<file path="config.mk">
export PLATFORM = sky130hd
export DESIGN_NAME = read_adt7320
export DESIGN_NICKNAME = d
export VERILOG_FILES = /design/src/rtl/read_adt7320_pkg.sv /design/src/rtl/adt7320_spi_xfer.sv /design/src/rtl/read_adt7320.sv
export SDC_FILE = /design/constraint.sdc
export NUM_CORES = 1
export LEC_CHECK = 0
export ABC_AREA = 1
export CAP_MARGIN = 15
export CORE_MARGIN = 3
export CORE_UTILIZATION = 54
export CTS_CLUSTER_SIZE = 25
export DETAILED_ROUTE_END_ITERATION = 10
export PLACE_DENSITY = 0.9
export SYNTH_ARGS = -nofsm -noshare
export SYNTH_HDL_FRONTEND = slang
export SYNTH_SLANG_ARGS = --single-unit
export TNS_END_PERCENT = 100
</file>
<file path="constraint.sdc">
create_clock -name clk -period 2.2 [get_ports clk]
set_clock_uncertainty 0.2 [all_clocks]
set_input_delay 0.33 -clock clk [delete_from_list [all_inputs] [get_ports clk]]
set_output_delay 0.33 -clock clk [all_outputs]
set_load 0.02 [all_outputs]
</file>
<file path="src/rtl/read_adt7320_pkg.sv">
// Shared types and constants for the ADT7320 three-sensor reader.
// Optional SPI-reset preamble: READ_ADT7320_SPI_RESET_EN.
package read_adt7320_pkg;

  typedef enum logic [2:0] {
    IDLE,
    SPIRST,
    SETUP,
    SCLK_LO,
    SCLK_HI,
    HOLD
  } state_t;

  localparam logic       CMD_WR_N = 1'b0;
  localparam logic       CMD_RD   = 1'b1;
  localparam logic [2:0] CMD_TAIL = 3'b000;

  localparam logic [5:0] CMD_BITS  = 6'd8;
  localparam logic [5:0] DATA_BITS = 6'd16;
  localparam logic [5:0] RD_BITS   = CMD_BITS + DATA_BITS;
  localparam logic [5:0] RST_BITS  = 6'd32;

  function automatic logic [7:0] rd_cmd(input logic [2:0] a);
    return {CMD_WR_N, CMD_RD, a, CMD_TAIL};
  endfunction

endpackage

</file>
<file path="src/rtl/adt7320_spi_xfer.sv">
// One CS-framed SPI mode-3 transfer: setup, N sclk periods, hold.
// rstframe selects the all-ones 32-period reset frame.
module adt7320_spi_xfer
  import read_adt7320_pkg::*;
#(
  parameter int CLKDIV = 10
) (
  input  logic        clk,
  input  logic        reset,
  input  logic        start,
  input  logic        rstframe,
  input  logic [2:0]  csval,
  input  logic [7:0]  cmd,
  input  logic        dout,
  output logic        busy,
  output logic        done,
  output logic [15:0] rx,
  output logic [2:0]  cs,
  output logic        sclk,
  output logic        din
);

  localparam int CW = (CLKDIV > 1) ? $clog2(CLKDIV) : 1;
  localparam logic [CW-1:0] CMAX = CW'(CLKDIV - 1);

  state_t      state, nxt;
  logic [CW-1:0] cnt;
  logic [5:0]  bitn;
  logic [5:0]  nbits;
  logic [31:0] tx;
  logic [15:0] rxsr;
  logic        rmode;
  logic        tick;

  assign tick = (cnt == CMAX);
  assign busy = (state != IDLE);
  assign done = (state == HOLD) && tick && !rmode;
  assign rx   = rxsr;

  always_ff @(posedge clk or negedge reset)
    if (!reset) state <= IDLE;
    else        state <= nxt;

  always_comb begin
    nxt = state;
    unique case (state)
      IDLE:    if (start) nxt = rstframe ? SPIRST : SETUP;
      SPIRST,
      SETUP:   if (tick) nxt = SCLK_LO;
      SCLK_LO: if (tick) nxt = SCLK_HI;
      SCLK_HI: if (tick) nxt = (bitn == nbits) ? HOLD : SCLK_LO;
      HOLD:    if (tick) nxt = IDLE;
      default: nxt = IDLE;
    endcase
  end

  always_ff @(posedge clk or negedge reset)
    if (!reset) begin
      cnt   <= '0;
      bitn  <= '0;
      nbits <= '0;
      tx    <= '0;
      rxsr  <= '0;
      rmode <= 1'b0;
      cs    <= 3'b111;
      sclk  <= 1'b1;
      din   <= 1'b0;
    end else begin
      cnt <= (state == IDLE || tick) ? '0 : cnt + 1'b1;
      if (state == IDLE && start) begin
        cs    <= csval;
        tx    <= rstframe ? '1 : {cmd, 24'h0};
        nbits <= rstframe ? RST_BITS : RD_BITS;
        rmode <= rstframe;
        bitn  <= '0;
      end
      // din moves on the falling sclk edge, MSB first
      if (nxt == SCLK_LO && state != SCLK_LO) begin
        sclk <= 1'b0;
        din  <= tx[31];
        tx   <= {tx[30:0], 1'b0};
      end
      if (state == SCLK_LO && tick) begin
        sclk <= 1'b1;
        rxsr <= {rxsr[14:0], dout};
        bitn <= bitn + 6'd1;
      end
      if (state == SCLK_HI && tick && nxt == HOLD)
        din <= 1'b0;
      if (state == HOLD && tick)
        cs <= 3'b111;
    end

endmodule

</file>
<file path="src/rtl/read_adt7320.sv">
// Round-robin reader for three ADT7320 sensors on a shared SPI bus.
// Define READ_ADT7320_SPI_RESET_EN for a bus-reset frame after reset.
module read_adt7320
  import read_adt7320_pkg::*;
#(
  parameter int CLKDIV     = 10,
  parameter int GAP_CYCLES = 100
) (
  input  logic        clk,
  input  logic        reset,
  input  logic [2:0]  addr,
  output logic [15:0] result0,
  output logic [15:0] result1,
  output logic [15:0] result2,
  output logic [2:0]  cs,
  output logic        sclk,
  output logic        din,
  input  logic        dout
);

  localparam int GW = $clog2(GAP_CYCLES + 1);

  logic [GW-1:0] gap;
  logic [1:0]    sel;
  logic          busy;
  logic          done;
  logic          start;
  logic          pend;
  logic [2:0]    csval;
  logic [15:0]   rx;

  assign start = !busy && (gap == GW'(GAP_CYCLES - 1));
  assign csval = pend ? 3'b000 : ~(3'b001 << sel);

`ifdef READ_ADT7320_SPI_RESET_EN
  always_ff @(posedge clk or negedge reset)
    if (!reset)     pend <= 1'b1;
    else if (start) pend <= 1'b0;
`else
  assign pend = 1'b0;
`endif

  always_ff @(posedge clk or negedge reset)
    if (!reset) begin
      gap     <= '0;
      sel     <= '0;
      result0 <= '0;
      result1 <= '0;
      result2 <= '0;
    end else begin
      gap <= (busy || start) ? '0 : gap + 1'b1;
      if (done) begin
        sel <= (sel == 2'd2) ? 2'd0 : sel + 2'd1;
        unique case (1'b1)
          sel == 2'd0: result0 <= rx;
          sel == 2'd1: result1 <= rx;
          default:     result2 <= rx;
        endcase
      end
    end

  adt7320_spi_xfer #(
    .CLKDIV(CLKDIV)
  ) u_xfer (
    .clk      (clk),
    .reset    (reset),
    .start    (start),
    .rstframe (pend),
    .csval    (csval),
    .cmd      (rd_cmd(addr)),
    .dout     (dout),
    .busy     (busy),
    .done     (done),
    .rx       (rx),
    .cs       (cs),
    .sclk     (sclk),
    .din      (din)
  );

endmodule

</file>
After elaboration in Yosys (flattened, before gate mapping)
Cells that the tools add are included.

Output and inout bits: 53. Flip-flop bits (word level): 124.

Reduce and logical (&&, ||, !) cells: 23. Add/subtract/negate cells: 4. Shifts and indexed selects: 1. Bitwise operators: 2. Multiplexer cells: 20. Equal/unequal tests: 13.

Operators with widths (count): $mux 32 (2); $mux 3 (8); $pmux 3 s5 (1); $mux 6 (2); $reduce_bool 2->1 (5); $eq 3x2->1 const B (3); $eq 3x3->1 const B (3); $add 7x1->7 const B (1); $eq 7x7->1 const B (1); $logic_and 1x1->1 (7); $mux 7 (1); $add 6x1->6 const B (1); $eq 6x5->1 (1); $reduce_and 2->1 (3); $add 4x1->4 const B (1); $eq 4x4->1 const B (1); $mux 1 (4); $mux 4 (1); $reduce_or 2->1 (2); $eq 3x1->1 const B (1); $logic_not 3->1 (1); $ne 3x2->1 const B (1); $not 3->3 (1); $reduce_bool 3->1 (1); other kinds (9) (10).

Depth between registers and ports, before layout
Gate-level depths: netlist of the first run.

Depth after elaboration: 9. Mapped depth: 14. Depth with buffers taken out: 13.

Modules after synthesis
Synthesis of the first run repeated with hierarchy kept, for this count alone.

Cell total of the unflattened synthesis: 554. Area, all modules: 5373.9 µm².

By module, submodules not included: adt7320_spi_xfer (area an instance 3109.2 µm², times used 1, cells an instance 326, sequential area each 1706.6 µm²); read_adt7320 (area an instance 2264.7 µm², times used 1, cells an instance 228, sequential area each 1426.4 µm²).

Worst setup path before layout of the first run
OpenSTA, ideal clock, no wires.

Kind: reg2reg. Start point: register u_xfer.cnt[1]. End point: register u_xfer.din. Stages on the path, launching flop included: 13. Setup slack: 0.417 ns. Library setup time: 0.117 ns. Data arrival time: 1.466 ns. Period minus slack after synthesis: 1.783 ns. Path buffers: 1. Cells stage by stage: dfrtp_1 > inv_1 > ha_1 > nand2_1 > nor2_2 > nand3b_1 > nand2_1 > nand2_2 > nor2_4 > nand2_2 > buf_6 > nor2_1 > nor2_1.

Cells in the longest elaborated chain, start to end: 6.

Ends and longest elaborated chain: start: declaration (line adt7320_spi_xfer.sv:27) `logic [CW-1:0] cnt;`; start signal: assignment (line adt7320_spi_xfer.sv:69) `cnt <= (state == IDLE || tick) ? '0 : cnt + 1'b1;`; $eq 4x4->1 * (line adt7320_spi_xfer.sv:35) `assign tick = (cnt == CMAX);`; $mux 3, on equally long branches; $pmux 3 s5 (line adt7320_spi_xfer.sv:46) `unique case (state)`; $eq 3x3->1 / $eq 3x2->1 (equally long branches) (line adt7320_spi_xfer.sv:88, adt7320_spi_xfer.sv:78); $logic_and 1x1->1, on equally long branches (line adt7320_spi_xfer.sv:88, adt7320_spi_xfer.sv:78); $mux 1 / $reduce_bool 2->1 (equally long branches); end signal: assignment (line adt7320_spi_xfer.sv:80) `din <= tx[31];`; end: declaration (line adt7320_spi_xfer.sv:20) `output logic din`.

Mark *: on every way between the ends. The rest lies on a longest branch, timed or not. A chain may end at the register's enable or synchronous reset.

Worst setup path after layout of the first run
Start point: register u_xfer.cs[0]. End point: output cs[0].

RTL lines: start: declaration (line adt7320_spi_xfer.sv:18) `output logic [2:0] cs,`; start signal: assignment (line adt7320_spi_xfer.sv:71) `cs <= csval;`; end: declaration (line read_adt7320.sv:15) `output logic [2:0] cs,`.

No word-level cell between the ends.

==> impl_metrics.json, run 1 <==
{
  "outcome": "finished, final reports clean",
  "drt_iter0_markers": 177,
  "crit_arrival_ns": 1.50,
  "dr.pass1.iters": 4,
  "pwr_density_cell_nw_per_um2": 618.7,
  "irDropWorstVdd_v": 0.0006453,
  "slew_headroom_pct": 73.49,
  "ys_ff_latch": 97,
  "worstSetupEndpointType": "output pin",
  "synth_top_area_cell": "dfrtp_1",
  "power_frac_comb_pct": 1.7,
  "syn_area_um2": 3965,
  "grt_pass1_wl_mm": 15.15,
  "yosys.area.top_type_share_pct": 58.69,
  "wl_met3_um": 621,
  "area_delta_synth_final_pct": 23.07,
  "core_um2": 6944,
  "wl_per_cell_um": 14.62,
  "io_pins": 59,
  "multiInputGateArea_um2": 1313,
  "drt-total-wl_mm": 8.672,
  "final_nets": 503,
  "p_leak_uw": 0.002261,
  "grt_pass1_vias": 3140,
  "cts-resized-gates": 0,
  "clkLatencyLatePin_ns": 0.36,
  "ant_nets": 0,
  "fin_area_um2": 4880,
  "dieArea_um2": 8407,
  "place_hpwl_mm": 6.014,
  "highest_layer": "met4",
  "area.sequential_um2": 2432,
  "die_x_um": 91.69,
  "fp-row-count": 30,
  "fp.dieH_um": 91.69,
  "tritoncts": "yes",
  "cpLargestDelayFamily": "buffers and inverters",
  "intPower_uw": 2360,
  "worstPathCellList": "clkdlybuf4s50_1",
  "r2r-end": "u_xfer.din",
  "vias": 3113,
  "via_per_inst": 5.250,
  "cp-start-kind": "register",
  "holdWs_ns": 0.2325,
  "hp-class": "in -> async",
  "cts.sinks": 97,
  "switching_share_pct": 21.85,
  "required_ns": 1.67,
  "synthesis.instances": 430,
  "final_core_util_pct": 70.27,
  "fin_crit_sh_pct": 92.18,
  "synth_warnings": 0,
  "place.gp.congestion": 0.8533,
  "wl_met2_mm": 4.334,
  "p_seq_share_pct": 59.0,
  "grt_overflow": 0,
  "power_uw": 3019,
  "clockPowerShare_pct": 39.3,
  "synth.distinct_cells": 30,
  "grt_setup_unrepaired": "false",
  "synth_nets": 441,
  "nFillCells": 476,
  "initial_utilization_pct": 57.10,
  "setup.worst_path.start": "u_xfer.cs[0]",
  "postCtsSetupBuffers": 0,
  "drive_gt1_share_pct": 8.853,
  "antenna_found_initial": 0,
  "num_antenna_cells": 0,
  "clockRootBuffer": "clkbuf_8",
  "fmax_ghz": 0.4931,
  "totalNegativeSetupSlack_ns": 0,
  "synthTopCellsByArea": "dfrtp_1 (59%), nand2_1 (11%), o21ai_0 (4.4%)",
  "grt_max_degree": 41,
  "switchingPower_uw": 659.6,
  "cts_inserted_buffers": 9,
  "rrSetupSlack_ns": 0.26,
  "cts_buffer_depth": 2,
  "drv_cap": 0,
  "worstMarginPinSlew_ns": 0.3977,
  "timing.rr.start": "u_xfer.cnt[1]",
  "ys_seq_area_share_pct": 61.34,
  "critPathMaxFanout": 2,
  "crit_type": "reg -> out",
  "syn_avg_cell_area_um2": 9.221,
  "report.final.slew_viol_count": 0,
  "post-route-drc-count": 0,
  "finalHoldViolations": 0,
  "setup_viol": 0,
  "place_area_um2": 4666,
  "critPathMaxStageDelay_ns": 0.60,
  "worst-path-buf-inv": 1,
  "io_buffer_count": 58,
  "slowest_stage": "clkdlybuf4s50_1",
  "r2r.worst_path.cells": 11,
  "clk_pin_slew_worst_paths_ns": 0.09,
  "grt_util_all_layers_pct": 22.31,
  "wl_met1_mm": 3.623,
  "period_minus_slack_ns": 2.028,
  "cts-htree-levels": 3
}
## layout by cell type (no fill, tap or decap), types with 8 or more instances in the layout
| cell type | netlist | final |
|---|---|---|
| buf_4 | 0 | 8 |
| clkbuf_8 | 0 | 10 |
| clkdlybuf4s50_1 | 0 | 57 |
| dfrtp_1 | 93 | 93 |
| inv_1 | 36 | 36 |
| nand2_1 | 119 | 119 |
| nand3_1 | 18 | 18 |
| nor2_1 | 31 | 31 |
| o21ai_0 | 35 | 35 |
| o21ai_1 | 34 | 34 |
## worst max-delay path by stage
stage / endpoint / slack (ns) / cells past startpoint
3_5_place_dp: u_xfer.din / 0.27 / 11
5_1_grt: u_xfer.tx[28] / 0.02 / 11
4_1_cts: cs[0] / 0.16 / 1
6_report: cs[0] / 0.17 / 1
3_3_place_gp: u_xfer.din / 0.37 / 12
2_1_floorplan: u_xfer.din / 0.42 / 12
## layout make-up
class	instances	share of cell area [%]
Sequential cell	97	49.85
Tap cell	96	2.462
Inverter	40	3.077
Multi-Input combinational cell	277	26.90
Clock buffer	11	2.897
Clock inverter	5	1.282
Timing Repair Buffer	67	13.54
## power groups by stage
| stage | logic, µW | registers, µW | clock network [µW] |
|---|---|---|---|
| after floorplan | 0.000580 | 1820 | 0 |
| after global placement | 50.1 | 1820 | 0 |
| after detailed placement | 51.2 | 1820 | 0 |
| after CTS | 52.8 | 1780 | 1200 |
| after global routing | 57.2 | 1780 | 1280 |
| final | 49.9 | 1780 | 1190 |
## sequential cells by signal, indices dropped and copies added, names as in the netlist
register,cells
result1,16
gap,7
sel,2
u_xfer.din,1
u_xfer.rx,16
u_xfer.sclk,1
result0,16
u_xfer.cs,3
u_xfer.state,3
u_xfer.cnt,4
u_xfer.nbits,1
u_xfer.bitn,6
u_xfer.tx,5
result2,16
## per-stage QoR
stage,worst slack [ns],cells
detailed placement,0.2677,576
global route,0.01559,593
global placement,0.3706,576
finish,0.1720,593
CTS,0.1625,593
floorplan,0.4170,430
## cell families after synthesis
family                   after synthesis  share of synthesized area (%)
AND/OR/NAND/NOR                      191                          20.64
flip-flops                            97                          61.34
AO/OA/AOI/OAI                         77                          10.00
buffers and inverters                 56                          5.554
adder cells (fa/ha/maj)                5                          1.578
XOR/XNOR                               4                         0.8837
## Yosys cell counts (all sizes together)
cell / n
a31oi: 1
dfstp: 4
a21oi: 4
buf: 3
ha: 5
o22ai: 1
dfrtp: 93
nor3: 5
nand2: 123
and3: 1
o21ai: 69
clkbuf: 13
o31ai: 2
xor2: 3
xnor2: 1
nor3b: 1
or2: 2
nor2: 34
nand3b: 4
inv: 40
nand3: 21
## repair_timing
item / 4_1_cts / 5_1_grt
endpoints found under the setup margin: 0 / 0
hold endpoints to repair: 24 / 0
hold buffers: 1 / 0
## metal layers
| layer | global-route usage, % | vias up |
|---|---|---|
| li1 | - | 1498 |
| met1 | 28.87 | 1508 |
| met2 | 36.70 | 96 |
| met3 | 7.465 | 11 |
| met4 | 5.198 | 0 |
| met5 | 0 | - |
(Power assumes the default switching activity.)
==> inputs of run 2 (changes only) <==
--- a/config.mk
+++ b/config.mk
@@ -11,7 +11,9 @@
 export CORE_UTILIZATION = 54
 export CTS_CLUSTER_SIZE = 25
 export DETAILED_ROUTE_END_ITERATION = 10
+export HOLD_SLACK_MARGIN = 0.15
 export PLACE_DENSITY = 0.9
+export SLEW_MARGIN = 20
 export SYNTH_ARGS = -nofsm -noshare
 export SYNTH_HDL_FRONTEND = slang
 export SYNTH_SLANG_ARGS = --single-unit
==> results of run 2 <==
The final DEF is identical to that of run 1; final timing and power are the same.
==> inputs of run 3 (changes only) <==
--- a/config.mk
+++ b/config.mk
@@ -8,11 +8,12 @@
 export ABC_AREA = 1
 export CAP_MARGIN = 15
 export CORE_MARGIN = 3
-export CORE_UTILIZATION = 54
+export CORE_UTILIZATION = 45
 export CTS_CLUSTER_SIZE = 25
 export DETAILED_ROUTE_END_ITERATION = 10
 export HOLD_SLACK_MARGIN = 0.15
-export PLACE_DENSITY = 0.9
+export PLACE_DENSITY = 0.78
+export RECOVER_POWER = 100
 export SLEW_MARGIN = 20
 export SYNTH_ARGS = -nofsm -noshare
 export SYNTH_HDL_FRONTEND = slang
==> constraint.sdc (replaced) <==
create_clock -name clk -period 2.65 [get_ports clk]
set_clock_uncertainty 0.2 [all_clocks]
set_input_delay 0.3975 -clock clk [delete_from_list [all_inputs] [get_ports clk]]
set_output_delay 0.3975 -clock clk [all_outputs]
set_load 0.02 [all_outputs]
==> run 3 against run 2 <==
  * Clock power down 24%
  * Clock-buffer cell count down 2
  * Critical path depth unchanged
  * Sequential power down 17%
  * First-iteration DRC count down 31%
  * Sequential share of layout area up 0.58 points
  * Cell area down 1.2%
  * Core utilization down 13 points
  * Hold slack better by 0.039 ns
  * Global-route usage down 5.1 points
  * Flip-flop and latch count unchanged
  * Critical endpoint is now cs[2]
  * Highest routed layer unchanged
==> impl_metrics.json, run 3 (same netlist as run 1, synthesis figures left out) <==
{
  "cts.sinks": 97,
  "totalNegativeSetupSlack_ns": 0,
  "cts_inserted_buffers": 9,
  "area_delta_synth_final_pct": 21.65,
  "num_antenna_cells": 0,
  "cpLargestDelayFamily": "buffers and inverters",
  "clockRootBuffer": "clkbuf_8",
  "dr.pass1.iters": 4,
  "mostFrequentLayoutCells": "nand2_1 (120), dfrtp_1 (93), o21ai_0 (67)",
  "cts-htree-levels": 3,
  "grt_util_all_layers_pct": 17.17,
  "io_pins": 59,
  "slew_headroom_pct": 21.02,
  "vias": 3003,
  "fmax_ghz": 0.4575,
  "period_minus_slack_ns": 2.186,
  "power_frac_comb_pct": 1.6,
  "use_met2_pct": 26.63,
  "grt_pass1_vias": 2892,
  "place.gp.congestion": 0.8543,
  "initial_utilization_pct": 47.31,
  "gr-usage-met3_pct": 5.698,
  "p_leak_uw": 0.002440,
  "report.final.slew_viol_count": 0,
  "dpl.cell_count": 582,
  "clockPowerShare_pct": 37.4,
  "critPathMaxStageDelay_ns": 0.68,
  "place_hpwl_mm": 5.428,
  "final_common_cell": "nand2_1",
  "intPower_uw": 1849,
  "setup_viol": 0,
  "crit_arrival_ns": 1.59,
  "irDropWorstVdd_v": 0.0003381,
  "fin_crit_sh_pct": 82.48,
  "cp-start-kind": "register",
  "core_um2": 8382,
  "via_per_inst": 5.022,
  "postCtsSetupBuffers": 0,
  "drv_cap": 0,
  "switching_share_pct": 23.70,
  "grt_setup_unrepaired": "false",
  "pwr_density_cell_nw_per_um2": 502.3,
  "drt-total-wl_mm": 8.072,
  "slowest_stage": "dlygate4sd3_1",
  "cts_buffer_depth": 2,
  "grt_pass1_wl_mm": 13.74,
  "tritoncts": "yes",
  "hp-class": "reg -> reg",
  "fp-row-count": 33,
  "worstSetupEndpointType": "output pin",
  "top_usage_layer": "met2",
  "wl_per_cell_um": 13.50,
  "switchingPower_uw": 574.3,
  "die_x_um": 99.87,
  "grt_overflow": 0,
  "grt_use_met1_pct": 22.92,
  "io_buffer_count": 58,
  "worstPathCellList": "dlygate4sd3_1",
  "finalHoldViolations": 0,
  "fp.dieH_um": 99.87,
  "crit_type": "reg -> out",
  "dieArea_um2": 9974,
  "ant_nets": 0,
  "final_cells": 598,
  "drive_gt1_share_pct": 7.099,
  "critPathMaxFanout": 2,
  "worst-path-buf-inv": 1,
  "clkLatencyLatePin_ns": 0.35,
  "clk_pin_slew_worst_paths_ns": 0.10,
  "post-route-drc-count": 0,
  "grt_max_degree": 51,
  "drt_iter0_markers": 122,
  "outcome": "finished, final reports clean",
  "final_nets": 500,
  "antenna_found_initial": 0,
  "final_core_util_pct": 57.55,
  "worstMarginPinSlew_ns": 1.185,
  "required_ns": 2.05,
  "p_seq_share_pct": 61.1
}
## run 3: cell types whose count changed in the layout (fill, tap and decap cells not counted), sizes merged
cell,delta
buf,-5
bufinv,-1
clkdlybuf4s50,-53
clkinv,+1
clkinvlp,-2
dlygate4sd3,+53
inv,+3
## run 3: per-stage QoR
step	hold slack, ns	area (µm²)	total power, µW	worst slack, ns
4_1_cts	0.2773	4846	2452	0.5142
5_1_grt	0.2977	4823	2511	0.2777
2_1_floorplan	-0.09809	3965	1509	0.8670
6_report	0.2711	4823	2423	0.4643
3_3_place_gp	0.2437	4654	1547	0.8180
3_5_place_dp	0.2542	4654	1548	0.7318
## run 3: final cells by class
class                      count  area, µm²
fill                         729       3558
sequential                    97       2432
multi-input combinational    277       1295
timing repair buffer          64      633.1
inverter                      40      150.1
tap                          105      131.4
clock buffer                   9      123.9
clock inverter                 6      57.56
## run 3: layer usage
layer | up-vias | share of wire, %
met3 | 4 | 7.4
met4 | 0 | 0.52
met5 | - | 0
met1 | 1432 | 45
li1 | 1491 | -
met2 | 76 | 47
## run 3: power groups by stage
stage	Sequential [µW]	Clock, µW	Combinational, µW
CTS	1480	932	41.1
global placement	1510	0	39.2
floorplan	1510	0	0.000590
finish	1480	905	38.3
global route	1480	987	44.4
detailed placement	1510	0	40.1
## run 3: repair_timing
action                                 4_1_cts  5_1_grt
endpoints found under the hold margin       43        0
hold buffers                                 1        0
resized for setup                            0        0
## run 3: path summary, 6_finish.rpt
path                            cells past startpoint          end  slack [ns]         start
worst max register to register                      8   u_xfer.din        0.47        gap[0]
worst max-delay path                                1        cs[2]        0.46  u_xfer.cs[2]
max in group asynchronous                           3   result0[6]        0.77         reset
min in group asynchronous                           2  result0[15]        0.60         reset
worst min-delay path                                2  u_xfer.sclk        0.27   u_xfer.sclk
worst min register to register                      2  u_xfer.sclk        0.27   u_xfer.sclk
